--- config.mk ---
export PLATFORM = sky130hd
export DESIGN_NAME = usb_slave_fifo_controller
export DESIGN_NICKNAME = d
export VERILOG_FILES = /design/src/rtl/usb_slave_fifo_controller.sv
export SDC_FILE = /design/constraint.sdc
export NUM_CORES = 1
export LEC_CHECK = 0
export ABC_AREA = 1
export CAP_MARGIN = 5
export CORE_MARGIN = 5
export CORE_UTILIZATION = 40
export CTS_BUF_LIST = sky130_fd_sc_hd__clkbuf_2
export CTS_CLUSTER_DIAMETER = 100
export CTS_CLUSTER_SIZE = 28
export DETAILED_ROUTE_END_ITERATION = 10
export PLACE_DENSITY = 0.74
export SLEW_MARGIN = 40
export SYNTH_ARGS = -nofsm -noshare
export SYNTH_HDL_FRONTEND = slang
export SYNTH_SLANG_ARGS = --single-unit
--- constraint.sdc ---
create_clock -name IFCLK -period 4.2 [get_ports IFCLK]
set_input_delay 1.26 -clock IFCLK [delete_from_list [all_inputs] [get_ports IFCLK]]
set_output_delay 1.26 -clock IFCLK [all_outputs]
set_load 0.005 [all_outputs]
--- src/rtl/usb_slave_fifo_controller.sv ---
// FX2 slave-FIFO master: drains EP2 (OUT) into the rx stream and fills EP6 (IN) from the tx stream.
// Define USB_PKTEND_EN to commit partial IN packets on tx_flush or after FLUSH_IDLE idle cycles.
module usb_slave_fifo_controller #(
  parameter int RD_BURST_MAX = 256,
  parameter int WR_PKT_WORDS = 256,
  parameter int FLUSH_IDLE   = 1024
) (
  input  logic        IFCLK,
  input  logic        rst,
  input  logic        usb_flagB_in,
  input  logic        usb_flagC_in,
  input  logic [15:0] usb_fd_in,
  output logic [15:0] usb_fd_out,
  output logic        usb_sloe,
  output logic        usb_slrd,
  output logic        usb_slwr,
  output logic        usb_pktend,
  output logic [1:0]  usb_fifo_adr,
  output logic [15:0] rx_data,
  output logic        rx_valid,
  input  logic        rx_ready,
  input  logic [15:0] tx_data,
  input  logic        tx_valid,
  output logic        tx_ready,
  input  logic        tx_flush
);

  localparam int RW = $clog2(RD_BURST_MAX) + 1;
  localparam int PW = $clog2(WR_PKT_WORDS) + 1;
  localparam logic [1:0]    ADR_EP2  = 2'b00;
  localparam logic [1:0]    ADR_EP6  = 2'b10;
  localparam logic [RW-1:0] RD_MAX   = RW'(RD_BURST_MAX);
  localparam logic [PW-1:0] PKT_LAST = PW'(WR_PKT_WORDS - 1);

`ifdef USB_PKTEND_EN
  localparam int IW = $clog2(FLUSH_IDLE) + 1;
  localparam logic [IW-1:0] IDLE_MAX = IW'(FLUSH_IDLE);

  typedef enum logic [2:0] {
    IDLE, RD_SETUP, RD_DATA, TURN, WR_SETUP, WR_DATA, PKTEND
  } state_t;
`else
  typedef enum logic [2:0] {
    IDLE, RD_SETUP, RD_DATA, TURN, WR_SETUP, WR_DATA
  } state_t;
`endif

  state_t          state_q, state_d;
  logic            sloe_q, sloe_d;
  logic [1:0]      adr_q, adr_d;
  logic [15:0]     rx_data_q, rx_data_d;
  logic            rx_valid_q, rx_valid_d;
  logic [RW-1:0]   rd_cnt_q, rd_cnt_d;
  logic [PW-1:0]   pkt_cnt_q, pkt_cnt_d;
  logic            last_rd_q, last_rd_d;
  logic            rd_req, wr_req, rd_beat, wr_beat, go_flush;

`ifdef USB_PKTEND_EN
  logic            pktend_q, pktend_d;
  logic            pk_phase_q, pk_phase_d;
  logic            flush_pend_q, flush_pend_d;
  logic [IW-1:0]   idle_cnt_q, idle_cnt_d;

  assign go_flush   = (pkt_cnt_q != '0) && (flush_pend_q || idle_cnt_q == IDLE_MAX);
  assign usb_pktend = pktend_q;
`else
  logic                      unused_flush;
  logic [$clog2(FLUSH_IDLE):0] unused_idle;

  assign unused_flush = tx_flush;
  assign unused_idle  = '0;
  assign go_flush     = 1'b0;
  assign usb_pktend   = 1'b1;
`endif

  assign rd_req = usb_flagB_in & rx_ready;
  assign wr_req = usb_flagC_in & tx_valid;

  // Strobes decode straight from registered state so the FIFO sees them in the cycle its flags allow it.
  assign rd_beat = (state_q == RD_DATA) && usb_flagB_in && rx_ready && (rd_cnt_q != RD_MAX);
  assign wr_beat = (state_q == WR_DATA) && tx_valid && usb_flagC_in;

  assign usb_slrd     = ~rd_beat;
  assign usb_slwr     = ~wr_beat;
  assign tx_ready     = wr_beat;
  assign usb_fd_out   = (state_q == WR_DATA) ? tx_data : 16'h0000;
  assign usb_sloe     = sloe_q;
  assign usb_fifo_adr = adr_q;
  assign rx_data      = rx_data_q;
  assign rx_valid     = rx_valid_q;

  always_comb begin
    state_d    = state_q;
    adr_d      = adr_q;
    rx_data_d  = rx_data_q;
    rx_valid_d = 1'b0;
    rd_cnt_d   = rd_cnt_q;
    pkt_cnt_d  = pkt_cnt_q;
    last_rd_d  = last_rd_q;
`ifdef USB_PKTEND_EN
    pktend_d     = 1'b1;
    pk_phase_d   = 1'b0;
    flush_pend_d = flush_pend_q | tx_flush;
    if (tx_valid || pkt_cnt_q == '0)  idle_cnt_d = '0;
    else if (idle_cnt_q != IDLE_MAX)  idle_cnt_d = idle_cnt_q + IW'(1);
    else                              idle_cnt_d = idle_cnt_q;
`endif
    case (state_q)
      IDLE: begin
`ifdef USB_PKTEND_EN
        // A flush with nothing buffered has nothing to commit.
        if (pkt_cnt_q == '0) flush_pend_d = 1'b0;
`endif
        if (go_flush) begin
`ifdef USB_PKTEND_EN
          state_d = PKTEND;
          adr_d   = ADR_EP6;
`endif
        end else if (rd_req && (!wr_req || !last_rd_q)) begin
          state_d   = RD_SETUP;
          adr_d     = ADR_EP2;
          rd_cnt_d  = '0;
          last_rd_d = 1'b1;
        end else if (wr_req) begin
          state_d   = WR_SETUP;
          adr_d     = ADR_EP6;
          last_rd_d = 1'b0;
        end
      end
      RD_SETUP: state_d = RD_DATA;
      RD_DATA: begin
        if (rd_beat) begin
          rx_data_d  = usb_fd_in;
          rx_valid_d = 1'b1;
          rd_cnt_d   = rd_cnt_q + RW'(1);
        end else begin
          state_d = TURN;
        end
      end
      TURN:     state_d = IDLE;
      WR_SETUP: state_d = WR_DATA;
      WR_DATA: begin
        if (wr_beat) begin
          // The FX2 commits a full packet on its own, so wrap and re-arbitrate.
          if (pkt_cnt_q == PKT_LAST) begin
            pkt_cnt_d = '0;
            state_d   = IDLE;
          end else begin
            pkt_cnt_d = pkt_cnt_q + PW'(1);
          end
        end else begin
          state_d = IDLE;
        end
      end
`ifdef USB_PKTEND_EN
      PKTEND: begin
        // First cycle holds the address steady, second carries the pktend pulse.
        if (!pk_phase_q) begin
          pk_phase_d = 1'b1;
          pktend_d   = 1'b0;
        end else begin
          pkt_cnt_d    = '0;
          flush_pend_d = 1'b0;
          state_d      = IDLE;
        end
      end
`endif
      default: state_d = IDLE;
    endcase
    sloe_d = !(state_d == RD_SETUP || state_d == RD_DATA);
  end

  always_ff @(posedge IFCLK) begin
    if (rst) begin
      state_q    <= IDLE;
      sloe_q     <= 1'b1;
      adr_q      <= ADR_EP2;
      rx_data_q  <= 16'h0000;
      rx_valid_q <= 1'b0;
      rd_cnt_q   <= '0;
      pkt_cnt_q  <= '0;
      last_rd_q  <= 1'b0;
`ifdef USB_PKTEND_EN
      pktend_q     <= 1'b1;
      pk_phase_q   <= 1'b0;
      flush_pend_q <= 1'b0;
      idle_cnt_q   <= '0;
`endif
    end else begin
      state_q    <= state_d;
      sloe_q     <= sloe_d;
      adr_q      <= adr_d;
      rx_data_q  <= rx_data_d;
      rx_valid_q <= rx_valid_d;
      rd_cnt_q   <= rd_cnt_d;
      pkt_cnt_q  <= pkt_cnt_d;
      last_rd_q  <= last_rd_d;
`ifdef USB_PKTEND_EN
      pktend_q     <= pktend_d;
      pk_phase_q   <= pk_phase_d;
      flush_pend_q <= flush_pend_d;
      idle_cnt_q   <= idle_cnt_d;
`endif
    end
  end

endmodule

==> results of run 1 <==
==> final timing paths <==
check                           slack (ns)          from      endpoint  depth (start not counted)
worst min-delay path                  0.46  pkt_cnt_q[8]  pkt_cnt_q[8]                          2
worst max-delay path                  0.33      tx_valid      usb_slwr                          5
worst max register to register        2.57   rd_cnt_q[0]      usb_sloe                         10
worst min register to register        0.46  pkt_cnt_q[8]  pkt_cnt_q[8]                          2
==> synth_stat cells, types with 3 or more instances <==
cell / n
a21oi_1: 17
clkbuf_1: 3
dfxtp_1: 41
ha_1: 3
inv_1: 43
inv_2: 3
nand2_1: 58
nand2_4: 3
nand3_1: 24
nand4_1: 4
nor2_1: 73
o21ai_0: 20
xor2_1: 4
==> report_power, final <==
group	switching, W	leakage [nW]	total, W	internal [W]
combinational	0.0000680	0.865	0.000142	0.0000738
clock	0.000120	0.0265	0.000159	0.0000389
sequential	0.00000890	0.332	0.000413	0.000404
total	0.000197	1.22	0.000714	0.000517
==> area by class of cell <==
class,instances,area share (%)
Tap cell,70,3.00
Multi-Input combinational cell,216,35.0
Clock buffer,6,1.03
Timing Repair Buffer,78,26.5
Inverter,47,6.22
Clock inverter,1,0.129
Sequential cell,41,28.1
==> cells by family after synthesis <==
| logic type | Yosys count |
|---|---|
| fa+ha+maj | 3 |
| buf+inv | 57 |
| flops | 41 |
| other cells | 2 |
| simple gates | 168 |
| compound gates | 38 |
| xor+xnor | 5 |
==> registers in the layout, summed over array words and instances, names as in the netlist <==
register	count
last_rd_q	1
pkt_cnt_q	9
rd_cnt_q	9
rx_data	16
rx_valid	1
state_q	3
usb_fifo_adr	1
usb_sloe	1
==> tightest hold or removal path, cell delays in order (launching register included) <==
cell     delay (ns)
dfxtp_1        0.34
o21ai_0        0.06
nor2_1         0.04
==> stage by stage <==
step / worst slack, ns / std cells / power (W) / utilization (%)
finish: 0.332 / 459 / 0.000714 / 57.1
CTS: 0.318 / 459 / 0.000722 / 57.1
global placement: 0.330 / 452 / 0.000562 / 56.5
detailed placement: 0.320 / 452 / 0.000563 / 56.5
global route: 0.256 / 459 / 0.000755 / 57.1
floorplan: 1.19 / 314 / 0.000492 / -
==> layer usage <==
layer	GRT usage (%)	routed length (microns)	vias to the layer above
met1	17.6	2110	896
met3	4.88	370	7
li1	-	-	1111
met4	6.15	75	0
met5	0	0	-
met2	26.4	2500	47
==> impl_metrics.json, run 1 <==
{
  "cts_resized": 0,
  "crit_fanout": 9,
  "yosysSeqAreaShare_pct": 39.1,
  "avgSynthCellArea_sq_um": 6.68,
  "end_kind": "output pin",
  "synth_xor_area_share_pct": 2.09,
  "post-route-period-util_pct": 92.1,
  "slowest_stage": "clkdlybuf4s50_1",
  "yosys.area.top_type": "dfxtp_1",
  "core_sq_mm": 0.00511,
  "cts_made_buffers": 5,
  "grt_max_degree": 28,
  "ioPinCount": 79,
  "maxCapViolCount": 0,
  "syn_area_sq_mm": 0.00210,
  "gp_congestion": 0.822,
  "drive_gt1_share_pct": 5.66,
  "area.sequential_sq_um": 821,
  "synth_top_family_by_area": "simple AND/OR/NAND/NOR gates",
  "antenna_found_initial": 0,
  "timing.final.hold_violations": 0,
  "leakage_nw": 1.22,
  "async_flop_share_pct": 0,
  "drtIter0Drc": 101,
  "die_y_microns": 82.4,
  "rsz0062_at_grt": "false",
  "drt_first_pass_iters": 4,
  "path_clk_slew_ns": 0.17,
  "cts-root-buf": "clkbuf_2",
  "crit_type": "in2out",
  "yosys_register_bits": 41,
  "die_w_microns": 82.4,
  "synth_top_area_share_pct": 39.1,
  "place_area_sq_mm": 0.00288,
  "ir_worst_vdd_mv": 0.157,
  "cts_tree": "done",
  "fin_setup_tns_ns": 0,
  "clockBufferDepth": 2,
  "synth_compound_area_share_pct": 9.19,
  "layout_commonest_cell": "clkdlybuf4s50_1",
  "clkSinkCount": 41,
  "synth-simple-area-share_pct": 35.3,
  "cpMostUsedCell": "clkdlybuf4s50_1",
  "nFillCells": 491,
  "crit_family": "buffers and inverters",
  "antenna_cells": 0,
  "synth_edf_count": 0,
  "synth-adder-area-share_pct": 1.79,
  "drc": 0,
  "area_growth_pct": 39.1,
  "p_per_area_mw_per_mm2": 245,
  "wirelength_microns": 5060,
  "setup-violations-final": 0,
  "critPathArrivalTime_ns": 2.61,
  "maxSlewViolCount": 0,
  "wire_per_inst_microns": 11.0,
  "synth.area.top_cells": "dfxtp_1 (39%), nor2_1 (13%), nand2_1 (10%)",
  "period_needed_ns": 3.87,
  "slew_headroom_pct": 66.3,
  "yosysWarnings": 0,
  "synth_mux_area_share_pct": 0,
  "holdWs_ns": 0.462,
  "ys_types": 27,
  "ctsHoldBuffers": 0,
  "synth_cells": 314,
  "crit_path_start_kind": "primary input",
  "io_buffers": 75,
  "clock.fmax_mhz": 259,
  "holdCritPathClass": "reg2reg",
  "fin_skew_ns": 0.0201,
  "nets": 431,
  "start_util_pct": 41.1,
  "grt_pass1_vias": 1887,
  "cts_max_level": 2,
  "design_area_sq_mm": 0.00292,
  "most-common-layout-cells": "clkdlybuf4s50_1 (75), nor2_1 (73), nand2_1 (58)",
  "slowest_delay_ns": 0.52,
  "grt_pass1_wl_microns": 8120,
  "dieArea_sq_mm": 0.00679,
  "multi_input_comb_area_sq_mm": 0.00102,
  "syn-num-nets": 356,
  "grt_overflow": 0,
  "cts_setup_buffers": 0,
  "clk_latency_ns": 0.39,
  "dr_total_vias": 2061,
  "ant_nets": 0,
  "grt_util_all_layers_pct": 15.4,
  "crit_required_ns": 2.94,
  "dpl.hpwl_microns": 3860,
  "viasPerCell": 4.49,
  "path_buf_inv": 3,
  "crit_path_cell_trace": "clkdlybuf4s50_1 -> nand2_1 -> nor2_8 -> inv_2 -> clkdlybuf4s50_1",
  "status": "finished, final reports clean",
  "rows": 26,
  "worst_pin_slew_ns": 0.505,
  "synth_ff_type": "dfxtp_1"
}
Note: power is estimated with default switching activity, not from simulation.
==> inputs of run 2 (changes only) <==
Settings changed: CTS_CLUSTER_SIZE 28 to 16, RECOVER_POWER from default to 100.
==> run 2 against run 1 <==
Effect of this change: register-to-register slack worse by 1.0 ns; power is 1.0% lower; combinational power is 5% lower; sequential share of layout area is 0.17 points higher; clock-buffer cell count stayed put; setup slack worse by 0.11 ns; hold slack hardly changed; cell count stayed put; largest power group unchanged.
==> impl_metrics.json, run 2 (synthesis gave the netlist of run 1 again) <==
{
  "crit_fanout": 9,
  "rsz0062_at_grt": "false",
  "gp_congestion": 0.822,
  "die_w_microns": 82.4,
  "fin_skew_ns": 0.0201,
  "grt_pass1_vias": 1887,
  "setup-violations-final": 0,
  "cts-root-buf": "clkbuf_2",
  "wirelength_microns": 5060,
  "grt_max_degree": 28,
  "cts_max_level": 2,
  "finalPower_w": 0.000706,
  "leakage_nw": 1.33,
  "ioPinCount": 79,
  "slew_headroom_pct": 21.4,
  "clockBufferDepth": 2,
  "start_util_pct": 41.1,
  "crit_type": "in2out",
  "crit_path_cell_trace": "clkdlybuf4s50_1 -> nand2_1 -> nor2_8 -> inv_1 -> clkdlybuf4s50_1",
  "post-route-period-util_pct": 94.8,
  "crit_family": "buffers and inverters",
  "viasPerCell": 4.51,
  "crit_path_start_kind": "primary input",
  "multi_input_comb_area_sq_mm": 0.00101,
  "crit_required_ns": 2.94,
  "nets": 431,
  "slowest_delay_ns": 0.56,
  "core_sq_mm": 0.00511,
  "worst_pin_slew_ns": 1.18,
  "p_per_area_mw_per_mm2": 244,
  "grt_overflow": 0,
  "fin_ws_ns": 0.219,
  "end_kind": "output pin",
  "cts_setup_buffers": 0,
  "slowest_stage": "clkdlybuf4s50_1",
  "critPathArrivalTime_ns": 2.72,
  "dieArea_sq_mm": 0.00679,
  "drt_first_pass_iters": 4,
  "wire_per_inst_microns": 11.0,
  "period_needed_ns": 3.98,
  "io_buffers": 75,
  "place_area_sq_mm": 0.00288,
  "drc": 0,
  "dpl.hpwl_microns": 3860,
  "largest_reg_flops": 16,
  "area_growth_pct": 38.3,
  "design_area_sq_mm": 0.00290,
  "timing.final.hold_violations": 0,
  "drive_gt1_share_pct": 4.37,
  "cpMostUsedCell": "clkdlybuf4s50_1",
  "maxCapViolCount": 0,
  "antenna_cells": 0,
  "drtIter0Drc": 105,
  "ir_worst_vdd_mv": 0.156,
  "layout_commonest_cell": "nor2_1",
  "holdCritPathClass": "reg2reg",
  "cts_resized": 0,
  "grt_util_all_layers_pct": 15.4,
  "most-common-layout-cells": "nor2_1 (74), nand2_1 (59), inv_1 (44)",
  "die_y_microns": 82.4,
  "grt_pass1_wl_microns": 8120,
  "cts_tree": "done",
  "nFillCells": 497,
  "clk_latency_ns": 0.40,
  "rows": 26,
  "ant_nets": 0,
  "cts_made_buffers": 5,
  "preCtsSetupSlack_ns": 0.320,
  "fin_setup_tns_ns": 0,
  "path_clk_slew_ns": 0.17,
  "antenna_found_initial": 0,
  "maxSlewViolCount": 0,
  "ctsHoldBuffers": 0,
  "status": "finished, final reports clean",
  "clkSinkCount": 41,
  "path_buf_inv": 3,
  "dr_total_vias": 2072,
  "clock.fmax_mhz": 251,
  "area.sequential_sq_um": 821
}
[run 2: path summary, 6_finish.rpt]
kind | startpoint | to | slack [ns] | cells after the start
worst min-delay path | pkt_cnt_q[8] | pkt_cnt_q[8] | 0.46 | 2
worst max register to register | rd_cnt_q[0] | rd_cnt_q[1] | 1.54 | 10
worst min register to register | pkt_cnt_q[8] | pkt_cnt_q[8] | 0.46 | 2
worst max-delay path | tx_valid | usb_slwr | 0.22 | 5
[run 2: stage by stage]
stage          cells  utilization, %  hold WS [ns]
2_1_floorplan    314               -         0.423
3_3_place_gp     452            56.5         0.440
3_5_place_dp     452            56.5         0.444
4_1_cts          459            57.1         0.465
5_1_grt          459            56.8         0.498
6_report         459            56.8         0.462
[run 2: per-layer routing]
| layer | vias up | part of all wire, % | GRT usage, % |
|---|---|---|---|
| met4 | 0 | 1.5 | 6.15 |
| met2 | 46 | 49 | 26.4 |
| li1 | 1112 | - | - |
| met1 | 907 | 43 | 17.6 |
| met5 | - | 0 | 0 |
| met3 | 7 | 6.8 | 4.88 |
[run 2: worst reg2reg max path: cells and delay by family, from the launching register on]
family | cells | cell delay [ns]
and+or+nand+nor | 6 | 1.00
buffers and inverters | 2 | 0.94
DFF | 1 | 0.37
adders and majority gates | 1 | 0.15
AOI/OAI and AO/OA | 1 | 0.07
[run 2: where the power goes]
| part | leakage (nW) | switching (W) | internal [W] |
|---|---|---|---|
| clock network | 0.0265 | 0.000120 | 0.0000388 |
| logic | 0.975 | 0.0000670 | 0.0000677 |
| registers | 0.332 | 0.00000855 | 0.000404 |
| total | 1.33 | 0.000196 | 0.000511 |
[run 2: final cells by class]
class	count	area share (%)
multi-input combinational	216	34.9
sequential	41	28.3
timing repair buffer	78	26.4
inverter	47	6.26
tap	70	3.02
clock buffer	6	1.04
clock inverter	1	0.129
==> inputs of run 3 (changes only) <==
Settings changed: CTS_BUF_LIST sky130_fd_sc_hd__clkbuf_2 to sky130_fd_sc_hd__clkbuf_16, SLEW_MARGIN 40 to default.
==> run 3 against run 2 <==
Effect of this change: maximum frequency is 0.12% higher; clock skew is 0.015 ns lower; register-to-register slack better by 1.0 ns; global-route usage is 0.39 points higher; non-clock buffer count stayed put; hold slack worse by 0.016 ns; design area is 3.8% higher; setup slack better by 0.0047 ns; clock-buffer cell count is 1 lower; clock power is 120% higher; critical path depth stayed put; core utilization is 2.2 points higher; critical path type unchanged; largest cell class unchanged.
==> impl_metrics.json, run 3 (synthesis gave the netlist of run 1 again) <==
{
  "status": "finished, final reports clean",
  "critPathArrivalTime_ns": 2.72,
  "gp_congestion": 0.822,
  "drt_first_pass_iters": 4,
  "setup-violations-final": 0,
  "most-common-layout-cells": "nor2_1 (74), nand2_1 (58), inv_1 (45)",
  "layout_commonest_cell": "nor2_1",
  "grt_pass1_wl_microns": 8180,
  "post-route-period-util_pct": 94.7,
  "leakage_nw": 1.38,
  "ctsHoldBuffers": 0,
  "nets": 431,
  "die_w_microns": 82.4,
  "path_clk_slew_ns": 0.05,
  "crit_required_ns": 2.94,
  "drive_gt1_share_pct": 4.63,
  "cts_setup_buffers": 0,
  "path_buf_inv": 3,
  "slew_headroom_pct": 38.6,
  "clk_latency_ns": 0.28,
  "ioPinCount": 79,
  "slowest_stage": "clkdlybuf4s50_1",
  "hold_depth": 2,
  "cts-root-buf": "clkbuf_16",
  "cts_resized": 0,
  "antenna_found_initial": 0,
  "worst_pin_slew_ns": 0.920,
  "holdWs_ns": 0.446,
  "antenna_cells": 0,
  "ff2ff_setup_slack_ns": 2.56,
  "wire_per_inst_microns": 11.1,
  "dp_cells": 452,
  "grt_overflow": 0,
  "wirelength_microns": 5100,
  "clock.fmax_mhz": 252,
  "drc": 0,
  "cts_made_buffers": 5,
  "crit_type": "in2out",
  "timing.rr.end": "usb_sloe",
  "grt_pass1_vias": 1893,
  "cts_tree": "done",
  "clockBufferDepth": 2,
  "p_per_area_mw_per_mm2": 299,
  "finalPower_w": 0.000899,
  "period_needed_ns": 3.98,
  "cts_max_level": 2,
  "grt_max_degree": 28,
  "layout.cells.non_filler": 459,
  "start_util_pct": 41.1,
  "multi_input_comb_area_sq_mm": 0.00102,
  "fin_setup_tns_ns": 0,
  "dpl.hpwl_microns": 3860,
  "die_y_microns": 82.4,
  "io_buffers": 75,
  "rsz0062_at_grt": "false",
  "nFillCells": 486,
  "crit_fanout": 9,
  "hold_start": "pkt_cnt_q[8]",
  "maxSlewViolCount": 0,
  "dieArea_sq_mm": 0.00679,
  "crit_path_start_kind": "primary input",
  "area.sequential_sq_um": 821,
  "core_sq_mm": 0.00511,
  "crit_path_cell_trace": "clkdlybuf4s50_1 -> nand2_1 -> nor2_8 -> inv_1 -> clkdlybuf4s50_1",
  "r2r_start": "rd_cnt_q[0]",
  "ir_worst_vdd_mv": 0.177,
  "viasPerCell": 4.49,
  "rr_worst_depth": 11,
  "end_kind": "output pin",
  "holdPathEnd": "pkt_cnt_q[8]",
  "fin_skew_ns": 0.00503,
  "slowest_delay_ns": 0.56,
  "crit_family": "buffers and inverters",
  "dr_total_vias": 2059,
  "cpMostUsedCell": "clkdlybuf4s50_1",
  "grt_util_all_layers_pct": 15.8,
  "largest_reg_flops": 16,
  "timing.final.hold_violations": 0,
  "drtIter0Drc": 71,
  "ant_nets": 0,
  "rows": 26,
  "maxCapViolCount": 0,
  "area_growth_pct": 43.6,
  "holdCritPathClass": "reg2reg",
  "clkSinkCount": 41
}
## run 3: worst max-delay path by stage
stage / cells past startpoint / start / to / slack (ns)
after global placement: 5 / tx_valid / usb_slwr / 0.33
after floorplan: 4 / usb_flagB_in / usb_slrd / 1.19
after detailed placement: 5 / tx_valid / usb_slwr / 0.32
after CTS: 5 / tx_valid / usb_slwr / 0.32
after global routing: 5 / tx_valid / usb_slwr / 0.13
final: 5 / tx_valid / usb_slwr / 0.22
## run 3: cell type report
cell class	count	area share, %
clock inverters	2	0.249
well taps	70	2.91
multi-input cells	216	33.8
flip-flops and latches	41	27.3
clock buffers	5	4.16
repair buffers	78	25.6
inverters	47	6.03
## run 3: per-layer routing
layer | global-route usage [%] | vias to the layer above | part of all wire, %
li1 | - | 1113 | -
met4 | 8.64 | 0 | 2.2
met5 | 0 | - | 0
met3 | 4.88 | 8 | 6.4
met1 | 17.6 | 898 | 43
met2 | 26.7 | 40 | 49
## run 3: report_power, final
| group | internal [W] | switching, W | total (W) |
|---|---|---|---|
| logic | 0.0000689 | 0.0000682 | 0.000137 |
| clock network | 0.000212 | 0.000138 | 0.000350 |
| registers | 0.000404 | 0.00000853 | 0.000413 |
| total | 0.000685 | 0.000214 | 0.000899 |
## run 3: tightest hold or removal path, cell delays in order (launching register included)
cell and delay, ns:
dfxtp_1 0.30, o21ai_0 0.06, nor2_1 0.04
## run 3: metrics by stage
stage | util (%) | instance area, sq um | setup WS, ns
6_report | 58.9 | 3010 | 0.224
5_1_grt | 58.9 | 3010 | 0.133
4_1_cts | 59.1 | 3020 | 0.318
3_5_place_dp | 56.5 | 2880 | 0.320
3_3_place_gp | 56.5 | 2880 | 0.330
2_1_floorplan | - | 2100 | 1.19
